[config.mk]
export PLATFORM = sky130hd
export DESIGN_NAME = jtcop_obj_romarb
export DESIGN_NICKNAME = d
export VERILOG_FILES = /design/src/rtl/jtcop_obj_romarb.sv
export SDC_FILE = /design/constraint.sdc
export NUM_CORES = 1
export LEC_CHECK = 0
export CORE_UTILIZATION = 38
export CTS_CLUSTER_DIAMETER = 100
export DETAILED_ROUTE_END_ITERATION = 8
export PLACE_DENSITY = 0.85
export SETUP_SLACK_MARGIN = 0.2
export SYNTH_ARGS = -nofsm -noshare
export SYNTH_HDL_FRONTEND = slang
export SYNTH_SLANG_ARGS = --single-unit
[constraint.sdc]
create_clock -name clk -period 3.4 [get_ports clk]
set_clock_uncertainty 0.2 [all_clocks]
set_input_delay 0.34 -clock clk [delete_from_list [all_inputs] [get_ports clk]]
set_output_delay 0.34 -clock clk [all_outputs]
set_load 0.01 [all_outputs]
[src/rtl/jtcop_obj_romarb.sv]
// Two-requester arbiter for a single object ROM SDRAM slot.
// Requesters A and B share one registered rom_cs/rom_addr pair. Ties alternate
// using a last-served flag, and a long-held grant is pre-empted when the other
// requester is waiting and the owner has just received data.
module jtcop_obj_romarb #(
  parameter int unsigned AW   = 18,
  parameter int unsigned HOLD = 64
) (
  input  logic          rst,
  input  logic          clk,
  input  logic          a_cs,
  input  logic [AW-1:0] a_addr,
  output logic          a_ok,
  output logic [31:0]   a_data,
  input  logic          b_cs,
  input  logic [AW-1:0] b_addr,
  output logic          b_ok,
  output logic [31:0]   b_data,
  output logic          rom_cs,
  output logic [AW-1:0] rom_addr,
  input  logic [31:0]   rom_data,
  input  logic          rom_ok
);

  // Counter wide enough for HOLD, and for the constant 2 used by ok masking.
  localparam int unsigned AgeW = ($clog2(HOLD + 1) < 2) ? 2 : $clog2(HOLD + 1);
  localparam logic [AgeW-1:0] AgeMax = AgeW'(HOLD);
  localparam logic [AgeW-1:0] AgeOk  = AgeW'(2);

  typedef enum logic [1:0] {
    StIdle,
    StGntA,
    StGntB
  } state_e;

  state_e          state_q;
  logic            last_q;   // 1: B was served last, 0: A was served last
  logic [AgeW-1:0] age_q;
  logic            age_ok;
  logic            preempt;

  assign a_data = rom_data;
  assign b_data = rom_data;

  // rom_ok during the first two cycles of a grant may belong to the previous owner.
  assign age_ok = age_q >= AgeOk;
  assign a_ok   = (state_q == StGntA) & rom_cs & rom_ok & age_ok;
  assign b_ok   = (state_q == StGntB) & rom_cs & rom_ok & age_ok;

  // Release only right after the owner got its data, so no access is lost.
  assign preempt = (age_q >= AgeMax) &
                   (((state_q == StGntA) & b_cs & a_ok) |
                    ((state_q == StGntB) & a_cs & b_ok));

  // Arbitration FSM with registered ROM request outputs.
  always_ff @(posedge clk or posedge rst) begin
    if (rst) begin
      state_q  <= StIdle;
      last_q   <= 1'b1;
      age_q    <= '0;
      rom_cs   <= 1'b0;
      rom_addr <= '0;
    end else begin
      case (state_q)
        StIdle: begin
          if (a_cs && (!b_cs || last_q)) begin
            state_q  <= StGntA;
            last_q   <= 1'b0;
            age_q    <= '0;
            rom_cs   <= 1'b1;
            rom_addr <= a_addr;
          end else if (b_cs) begin
            state_q  <= StGntB;
            last_q   <= 1'b1;
            age_q    <= '0;
            rom_cs   <= 1'b1;
            rom_addr <= b_addr;
          end else begin
            rom_cs <= 1'b0;
          end
        end
        StGntA: begin
          if (!a_cs || preempt) begin
            state_q <= StIdle;
            rom_cs  <= 1'b0;
          end else begin
            rom_cs   <= 1'b1;
            rom_addr <= a_addr;
            if (age_q != AgeMax) age_q <= age_q + 1'b1;
          end
        end
        StGntB: begin
          if (!b_cs || preempt) begin
            state_q <= StIdle;
            rom_cs  <= 1'b0;
          end else begin
            rom_cs   <= 1'b1;
            rom_addr <= b_addr;
            if (age_q != AgeMax) age_q <= age_q + 1'b1;
          end
        end
        default: begin
          state_q <= StIdle;
          rom_cs  <= 1'b0;
        end
      endcase
    end
  end

endmodule

Word-level counts from Yosys, hierarchy flattened

Cells that the tools add are included.

Add/subtract/negate cells: 1
$lt $le $gt $ge: 2
Eq/ne operators: 8
Mux-type cells: 23
Bitwise logic cells: 12
Reduce and logical (&&, ||, !) cells: 12

Operator list:

| operator              | number |
|---|---|
| $mux W18              | 4 |
| $pmux W18 S3          | 1 |
| $mux W7               | 5 |
| $pmux W7 S3           | 1 |
| $and A1 B1 Y1         | 11 |
| $mux W2               | 4 |
| $add A7 B1 Y7 const B | 1 |
| $ge A7 B2 Y1 const B  | 1 |
| $ge A7 B7 Y1 const B  | 1 |
| $ne A7 B7 Y1 const B  | 1 |
| $mux W1               | 6 |
| $pmux W2 S3           | 1 |
| $ne A2 B1 Y1 const B  | 2 |
| $ne A2 B2 Y1 const B  | 2 |
| $reduce_and A4 Y1     | 1 |
| $logic_or A1 B1 Y1    | 3 |
| $ne A3 B3 Y1 const B  | 1 |
| $pmux W1 S3           | 1 |
| $reduce_and A3 Y1     | 1 |
| $reduce_bool A3 Y1    | 1 |
| $eq A2 B1 Y1 const B  | 1 |
| $eq A2 B2 Y1 const B  | 1 |
| $logic_not A1 Y1      | 2 |
| $logic_not A2 Y1      | 1 |
| 4 further kinds       | 4 |

Register bits after elaboration: 29
Logic and storage cells: 63

Depth between registers and ports, before layout

Gate-level depths: netlist of the first run.

Depth in word-level cells: 10
Mapped depth: 9
Depth with buffers taken out: 6

Worst setup path before layout of the first run

OpenSTA, ideal clock, no wires.

Path type: flip-flop to flip-flop
Start point: reg state_q[0]
End point: reg rom_addr[10]
Arrival time: 2.006 ns
Data required time: 3.075 ns
Path slack: 1.069 ns
Cell stages (with the launch flop): 9
Buffers on the path: 2
Clock period less this slack: 2.331 ns
Cells stage by stage: dfrtp_1 > inv_1 > ha_1 > nor3b_1 > a221oi_2 > o211a_1 > buf_6 > buf_6 > mux2_4

Cells in the longest elaborated chain, start to end: 10

RTL lines:

| what                                                | line   | text |
|---|---|---|
| start: declaration                                  | 36     | `state_e state_q;` |
| start signal: assignment                            | 58     | `state_q <= StIdle;` |
| start signal: assignment                            | 67     | `state_q <= StGntA;` |
| start signal: assignment                            | 73     | `state_q <= StGntB;` |
| $eq A2 B1 Y1 / $eq A2 B2 Y1 (equally long branches) | --     |  |
| $and A1 B1 Y1 (on tied branches) (3 in series)      | 47, 48 |  |
| $and A1 B1 Y1 (on tied branches)                    | 52, 53 |  |
| $or A1 B1 Y1                                        | 52     | `(((state_q == StGntA) & b_cs & a_ok) \|` |
| $and A1 B1 Y1                                       | 51     | `assign preempt = (age_q >= AgeMax) &` |
| $logic_or A1 B1 Y1 (on tied branches)               | 93, 83 |  |
| $ne A2 B2 Y1 (no source line)                       | --     |  |
| $reduce_and A4 Y1 (no source line)                  | --     |  |
| end signal: assignment                              | 71     | `rom_addr <= a_addr;` |
| end signal: assignment                              | 88     | `rom_addr <= a_addr;` |
| end signal: assignment                              | 98     | `rom_addr <= b_addr;` |
| end: declaration                                    | 20     | `output logic [AW-1:0] rom_addr,` |

Parallel ways exist; a longest one is shown, timed or not.
A chain may end at the register's enable or synchronous reset.

Worst setup path after layout of the first run

Start point: reg state_q[1]
End point: reg rom_addr[16]

Same word-level chain as after synthesis.

==> results.sh, run 1 <==
export IMPL_pwr_total_mw=2.666
export IMPL_number_of_violations_reported_at_the_end_of_detailed_routing_iteration_0=164
export IMPL_ir_drop_mv=0.3015
export IMPL_cts_hold_fix_buffers=0
export IMPL_design_portCount=158
export IMPL_wirelength_mm=6.697
export IMPL_final_min_clock_period_ns=2.865
export IMPL_final_layout_size_suffix_gt1_frac=0.1157
export IMPL_postCtsSetupBuffers=0
export IMPL_crit_slowest_cell="o211a_1"
export IMPL_die_x_um=85.10
export IMPL_power_density_nw_per_um2=914.2
export IMPL_seq_area_frac_synth=0.2771
export IMPL_vias_in_the_first_global_route=2022
export IMPL_cp_depth=6
export IMPL_synth_fp_nets=357
export IMPL_longest_clk_path_bufs=2
export IMPL_timing_critical_path_max_delay_family="compound AO/OA/AOI/OAI gates"
export IMPL_worstPathCellList="inv_1, ha_1, a22oi_1, or3_1, o211a_1, mux2_1"
export IMPL_worst_r2r_cell_count=6
export IMPL_cts_root_buffer_cell="clkbuf_8"
export IMPL_power_static_leakage_nw=1.256
export IMPL_start_kind="flip-flop"
export IMPL_detailedRoute_firstPassIterationCount=4
export IMPL_post_route_drc_count=0
export IMPL_setup_violators_final=0
export IMPL_syn_mean_instance_area_um2=9.438
export IMPL_finalHoldViolations=0
export IMPL_fp_coreArea_um2=6495
export IMPL_sum_of_overflow_across_all_layers_after_global_routing=0
export IMPL_areaGrowthSynthToFinish_pct=11.16
export IMPL_rsz0062_at_grt="no"
export IMPL_worst_slew_pin_transition_ns=0.9189
export IMPL_timing_fmax_ghz=0.3490
export IMPL_tritoncts_num_buffers=5
export IMPL_syn_instance_count=278
export IMPL_final_instance_count_excl_fill=345
export IMPL_cts_sinks=29
export IMPL_path_buf_inv=1
export IMPL_post_cts_resized_instances=0
export IMPL_die_height_um=85.10
export IMPL_diodes=0
export IMPL_post_route_period_util=0.8427
export IMPL_critPathMaxStageDelay_ns=0.53
export IMPL_synth_top_flop_cell="dfrtp_1"
export IMPL_htree_num_levels=2
export IMPL_routed_via_count=2076
export IMPL_number_of_vias_per_cell=6.017
export IMPL_synth_seq_cells=29
export IMPL_setup_worst_path_start="state_q[1]"
export IMPL_die_footprint_um2=7241
export IMPL_r2r_start="state_q[1]"
export IMPL_fp_row_count=29
export IMPL_cts_tree="done"
export IMPL_max_cap_violations=0
export IMPL_global_route_usage_total=0.1850
export IMPL_synth_area_um2=2624
export IMPL_avgRoutedWirePerCell_um=19.41
export IMPL_clk_transition_reported_paths_ns=0.07
export IMPL_antenna_found_initial=0
export IMPL_tns_ns=0
export IMPL_crit_type="flip-flop to flip-flop"
export IMPL_synth_warnings=0
export IMPL_cp_arrival_ns=2.83
export IMPL_gpl_wtd_cong=0.8835
export IMPL_cell_total_after_placement=337
export IMPL_port_buffer_count=61
export IMPL_clock_latency_ns=0.28
export IMPL_relSlewSlack=0.3874
export IMPL_run_status="finished clean"
export IMPL_crit_required_ns=3.36
export IMPL_finalMaxSlewViolations=0
export IMPL_detail_route_antenna_nets=0
export IMPL_starting_utilization_of_the_core_area=0.4040
export IMPL_synth_edff_count=0
export IMPL_async_reset_ff_frac=1.000
export IMPL_grt_pass1_wl_mm=10.61
export IMPL_synth_distinct_cells=41
export IMPL_critPathCaptureType="flip-flop"
export IMPL_pin_count_of_the_biggest_net_entering_global_routing=30
export IMPL_hp_class="input pin to async pin"
export IMPL_path_max_fanout=18
export IMPL_fin_nets=346
export IMPL_dp_final_hpwl_mm=4.856
## metrics by stage
| step | instance area (um^2) | hold WS [ns] | worst slack (ns) | util |
|---|---|---|---|---|
| floorplan | 2624 | 0.2174 | 1.069 | - |
| global placement | 2815 | 0.2810 | 0.5707 | 0.4334 |
| detailed placement | 2815 | 0.2805 | 0.4879 | 0.4334 |
| CTS | 2917 | 0.2408 | 0.5454 | 0.4490 |
| global route | 2917 | 0.2918 | 0.3347 | 0.4490 |
| finish | 2917 | 0.2303 | 0.5347 | 0.4490 |
## metal layers
layer  up-vias  part of all wire  track usage
met5         -                 0            0
met4         0            0.0021      0.03390
met3         2             0.084      0.06031
met2       111              0.52       0.3262
met1      1018              0.39       0.2216
li1        945                 -            -
## cell usage in the layout, fill, tap and decap left out, types with 3 or more instances in the layout
cell type / netlist / routed
mux2_1: 9 / 9
o2111ai_1: 3 / 3
buf_4: 65 / 7
mux2_4: 10 / 10
a21boi_0: 18 / 18
inv_1: 6 / 6
ha_1: 6 / 6
and3_1: 20 / 20
nor2_1: 4 / 4
clkbuf_8: 0 / 7
nand4_1: 4 / 4
nand2_1: 7 / 7
o31a_1: 18 / 18
a21oi_1: 4 / 4
clkdlybuf4s50_1: 0 / 61
inv_2: 3 / 3
a221o_1: 18 / 18
and2_1: 3 / 3
a31oi_1: 3 / 3
dfrtp_1: 28 / 28
a32o_1: 3 / 3
## synthesized netlist by cell type, types with 3 or more instances
cell / count / area [um^2]
nand2_1: 7 / 26.28
a31oi_1: 3 / 18.77
a21boi_0: 18 / 135.1
nor2_1: 4 / 15.01
dfrtp_1: 28 / 700.7
ha_1: 6 / 75.07
a21oi_1: 4 / 20.02
inv_1: 6 / 22.52
inv_2: 3 / 11.26
nand4_1: 4 / 25.02
mux2_1: 9 / 101.4
and2_1: 3 / 18.77
o31a_1: 18 / 157.7
clkbuf_1: 18 / 67.56
mux2_4: 10 / 150.1
and3_1: 20 / 125.1
buf_4: 65 / 488.0
a221o_1: 18 / 180.2
a32o_1: 3 / 30.03
o2111ai_1: 3 / 26.28
## area by class of cell
cell class | count | area (um^2)
timing repair buffer | 69 | 683.2
clock inverter | 1 | 5.005
tap | 77 | 96.34
sequential | 29 | 726.9
clock buffer | 7 | 96.34
inverter | 9 | 33.78
multi-input combinational | 153 | 1275
fill | 598 | 3578
## worst min-delay path, cell delays in order
cell and delay (ns):
clkdlybuf4s50_1 0.39, inv_1 0.05, buf_4 0.34
## cell families after synthesis
kind of cell    Yosys count  synth area share
compound gates           78            0.2518
fa+ha+maj                 6           0.02861
buf+inv                  96            0.2370
flops                    29            0.2771
mux                      20           0.09967
simple gates             49            0.1059
## sequential cells by signal, summed over array words and instances, names as in the netlist
name and count:
rom_addr 18, age_q 7, state_q 2, last_q 1
rom_cs 1
## power breakdown
group	total [mW]	switching (mW)	internal, mW
combinational	1.74	0.785	0.953
sequential	0.610	0.103	0.507
clock	0.318	0.136	0.183
## worst paths after layout
path / slack (ns) / to
setup / recovery: 0.53 / rom_addr[16]
hold / removal: 0.23 / rom_addr[0]
setup reg to reg: 0.53 / rom_addr[16]
hold reg to reg: 0.29 / rom_addr[1]
max in group asynchronous: 2.46 / last_q
min in group clk: 0.29 / rom_addr[1]
Note: power is estimated with default switching activity, not from simulation.
==> run 2: changes to the inputs <==
clock period = 2.8 ns   (was 3.4 ns; I/O delays follow)
==> run 2 against run 1 <==
First-iteration DRC count is 10% lower; routed wire length is 2.0% lower; via count is 0.29% higher; clock power is 7.2% higher; critical path type is now flip-flop to output pin; critical endpoint is now b_ok; largest power group unchanged; highest routed layer unchanged.
==> results.sh, run 2 (synthesis gave the netlist of run 1 again) <==
export IMPL_cts_hold_fix_buffers=0
export IMPL_cp_arrival_ns=1.98
export IMPL_detailedRoute_firstPassIterationCount=4
export IMPL_worst_slew_pin_transition_ns=0.4600
export IMPL_pin_count_of_the_biggest_net_entering_global_routing=30
export IMPL_relSlewSlack=0.6933
export IMPL_sequential_share_of_power=0.229
export IMPL_wirelength_mm=6.566
export IMPL_start_kind="flip-flop"
export IMPL_global_route_usage_total=0.1778
export IMPL_areaGrowthSynthToFinish_pct=11.68
export IMPL_die_x_um=85.10
export IMPL_most_common_library_cell_in_the_layout_ignoring_fill_and_taps="clkdlybuf4s50_1"
export IMPL_largest_register_ffs=18
export IMPL_fin_nets=351
export IMPL_clk_transition_reported_paths_ns=0.07
export IMPL_path_max_fanout=21
export IMPL_htree_num_levels=2
export IMPL_power_static_leakage_nw=1.265
export IMPL_postCtsSetupBuffers=0
export IMPL_timing_fmax_ghz=0.4059
export IMPL_crit_required_ns=2.32
export IMPL_dp_final_hpwl_mm=4.739
export IMPL_tns_ns=0
export IMPL_pwr_share_clk=0.106
export IMPL_reg_top3="rom_addr x18, age_q x7, state_q x2"
export IMPL_cts_tree="done"
export IMPL_routed_via_count=2082
export IMPL_power_density_nw_per_um2=1098
export IMPL_cts_sinks=29
export IMPL_fp_row_count=29
export IMPL_cellInternalPower_mw=1.967
export IMPL_finalHoldViolations=0
export IMPL_detailed_place_area_um2=2840
export IMPL_fp_coreArea_um2=6495
export IMPL_postLayoutCellArea_um2=2930
export IMPL_post_route_drc_count=0
export IMPL_final_layout_size_suffix_gt1_frac=0.1319
export IMPL_cts_root_buffer_cell="clkbuf_8"
export IMPL_clock_latency_ns=0.29
export IMPL_starting_utilization_of_the_core_area=0.4040
export IMPL_detail_route_antenna_nets=0
export IMPL_max_cap_violations=0
export IMPL_die_height_um=85.10
export IMPL_number_of_vias_per_cell=5.949
export IMPL_comb_power_share=0.665
export IMPL_post_route_period_util=0.8799
export IMPL_rsz0062_at_grt="no"
export IMPL_avgRoutedWirePerCell_um=18.76
export IMPL_final_min_clock_period_ns=2.464
export IMPL_diodes=0
export IMPL_dp_slack_ns=0.2839
export IMPL_hp_class="input pin to async pin"
export IMPL_design_portCount=158
export IMPL_run_status="finished clean"
export IMPL_ir_drop_mv=0.3803
export IMPL_vias_in_the_first_global_route=2018
export IMPL_critPathCaptureType="output pin"
export IMPL_switching_power_mw=1.249
export IMPL_sum_of_overflow_across_all_layers_after_global_routing=0
export IMPL_grt_pass1_wl_mm=10.22
export IMPL_longest_clk_path_bufs=2
export IMPL_tritoncts_num_buffers=5
export IMPL_final_cell_mix="clkdlybuf4s50_1, dfrtp_1, and3_1"
export IMPL_registers_top_by_ff_count="rom_addr"
export IMPL_gpl_wtd_cong=0.9696
export IMPL_finalMaxSlewViolations=0
export IMPL_die_footprint_um2=7241
export IMPL_number_of_violations_reported_at_the_end_of_detailed_routing_iteration_0=147
export IMPL_final_critical_path_setup_slack_ns=0.3362
export IMPL_setup_violators_final=0
export IMPL_antenna_found_initial=0
export IMPL_power_switching_fraction=0.3885
export IMPL_port_buffer_count=61
export IMPL_crit_type="flip-flop to output pin"
run 2: changes by cell type in the layout (fill, tap and decap cells not counted), sizes merged:
| cell | previous run | this run |
|---|---|---|
| buf | 8 | 13 |
| clkbuf | 7 | 5 |
| clkinv | 1 | 2 |
| clkinvlp | 0 | 1 |
run 2: cell type report:
type | instances | area (um^2)
Clock buffer | 5 | 68.82
Sequential cell | 29 | 726.9
Tap cell | 77 | 96.34
Timing Repair Buffer | 74 | 711.9
Clock inverter | 3 | 17.52
Inverter | 9 | 33.78
Multi-Input combinational cell | 153 | 1275
Fill cell | 605 | 3565
run 2: power groups by stage:
stage	registers [mW]	logic [mW]	clock network [mW]
after floorplan	0.782	1.52	0
after detailed placement	0.742	2.14	0
after global routing	0.759	2.31	0.368
after CTS	0.738	2.15	0.348
after global placement	0.746	2.08	0
final	0.735	2.14	0.341
run 2: layer usage:
layer / global-route usage / share of wire
met1: 0.2069 / 0.39
met2: 0.3101 / 0.49
met3: 0.05934 / 0.11
met4: 0.05239 / 0.012
met5: 0 / 0
run 2: worst max-delay path, cell delays in order (launching register included):
cell             delay (ns)
dfrtp_1                0.43
inv_1                  0.12
ha_1                   0.23
buf_6                  0.24
and2_1                 0.15
clkdlybuf4s50_1        0.53
run 2: what timing repair did:
action | 4_1_cts | 5_1_grt
hold endpoints to repair | 0 | 0
endpoints found under the setup margin | 0 | 1
resized for setup | 0 | 1
run 2: per-stage QoR:
| step | cells | total power [mW] | util | hold WS (ns) |
|---|---|---|---|---|
| after detailed placement | 342 | 2.878 | 0.4373 | 0.2813 |
| after floorplan | 278 | 2.298 | - | 0.1574 |
| after global placement | 342 | 2.826 | 0.4373 | 0.2872 |
| after CTS | 350 | 3.234 | 0.4506 | 0.1821 |
| after global routing | 350 | 3.442 | 0.4512 | 0.2159 |
| final | 350 | 3.216 | 0.4512 | 0.1662 |
run 2: path summary, 6_finish.rpt:
| kind | cells past startpoint | to | slack, ns | from |
|---|---|---|---|---|
| worst max-delay path | 5 | b_ok | 0.34 | state_q[0] |
| worst min-delay path | 3 | rom_addr[14] | 0.17 | rst |
| worst max register to register | 7 | rom_addr[0] | 0.35 | state_q[0] |
| worst min register to register | 1 | rom_addr[2] | 0.30 | rom_addr[2] |
| max in group asynchronous | 3 | last_q | 1.92 | rst |
| min in group clk | 1 | rom_addr[2] | 0.30 | rom_addr[2] |
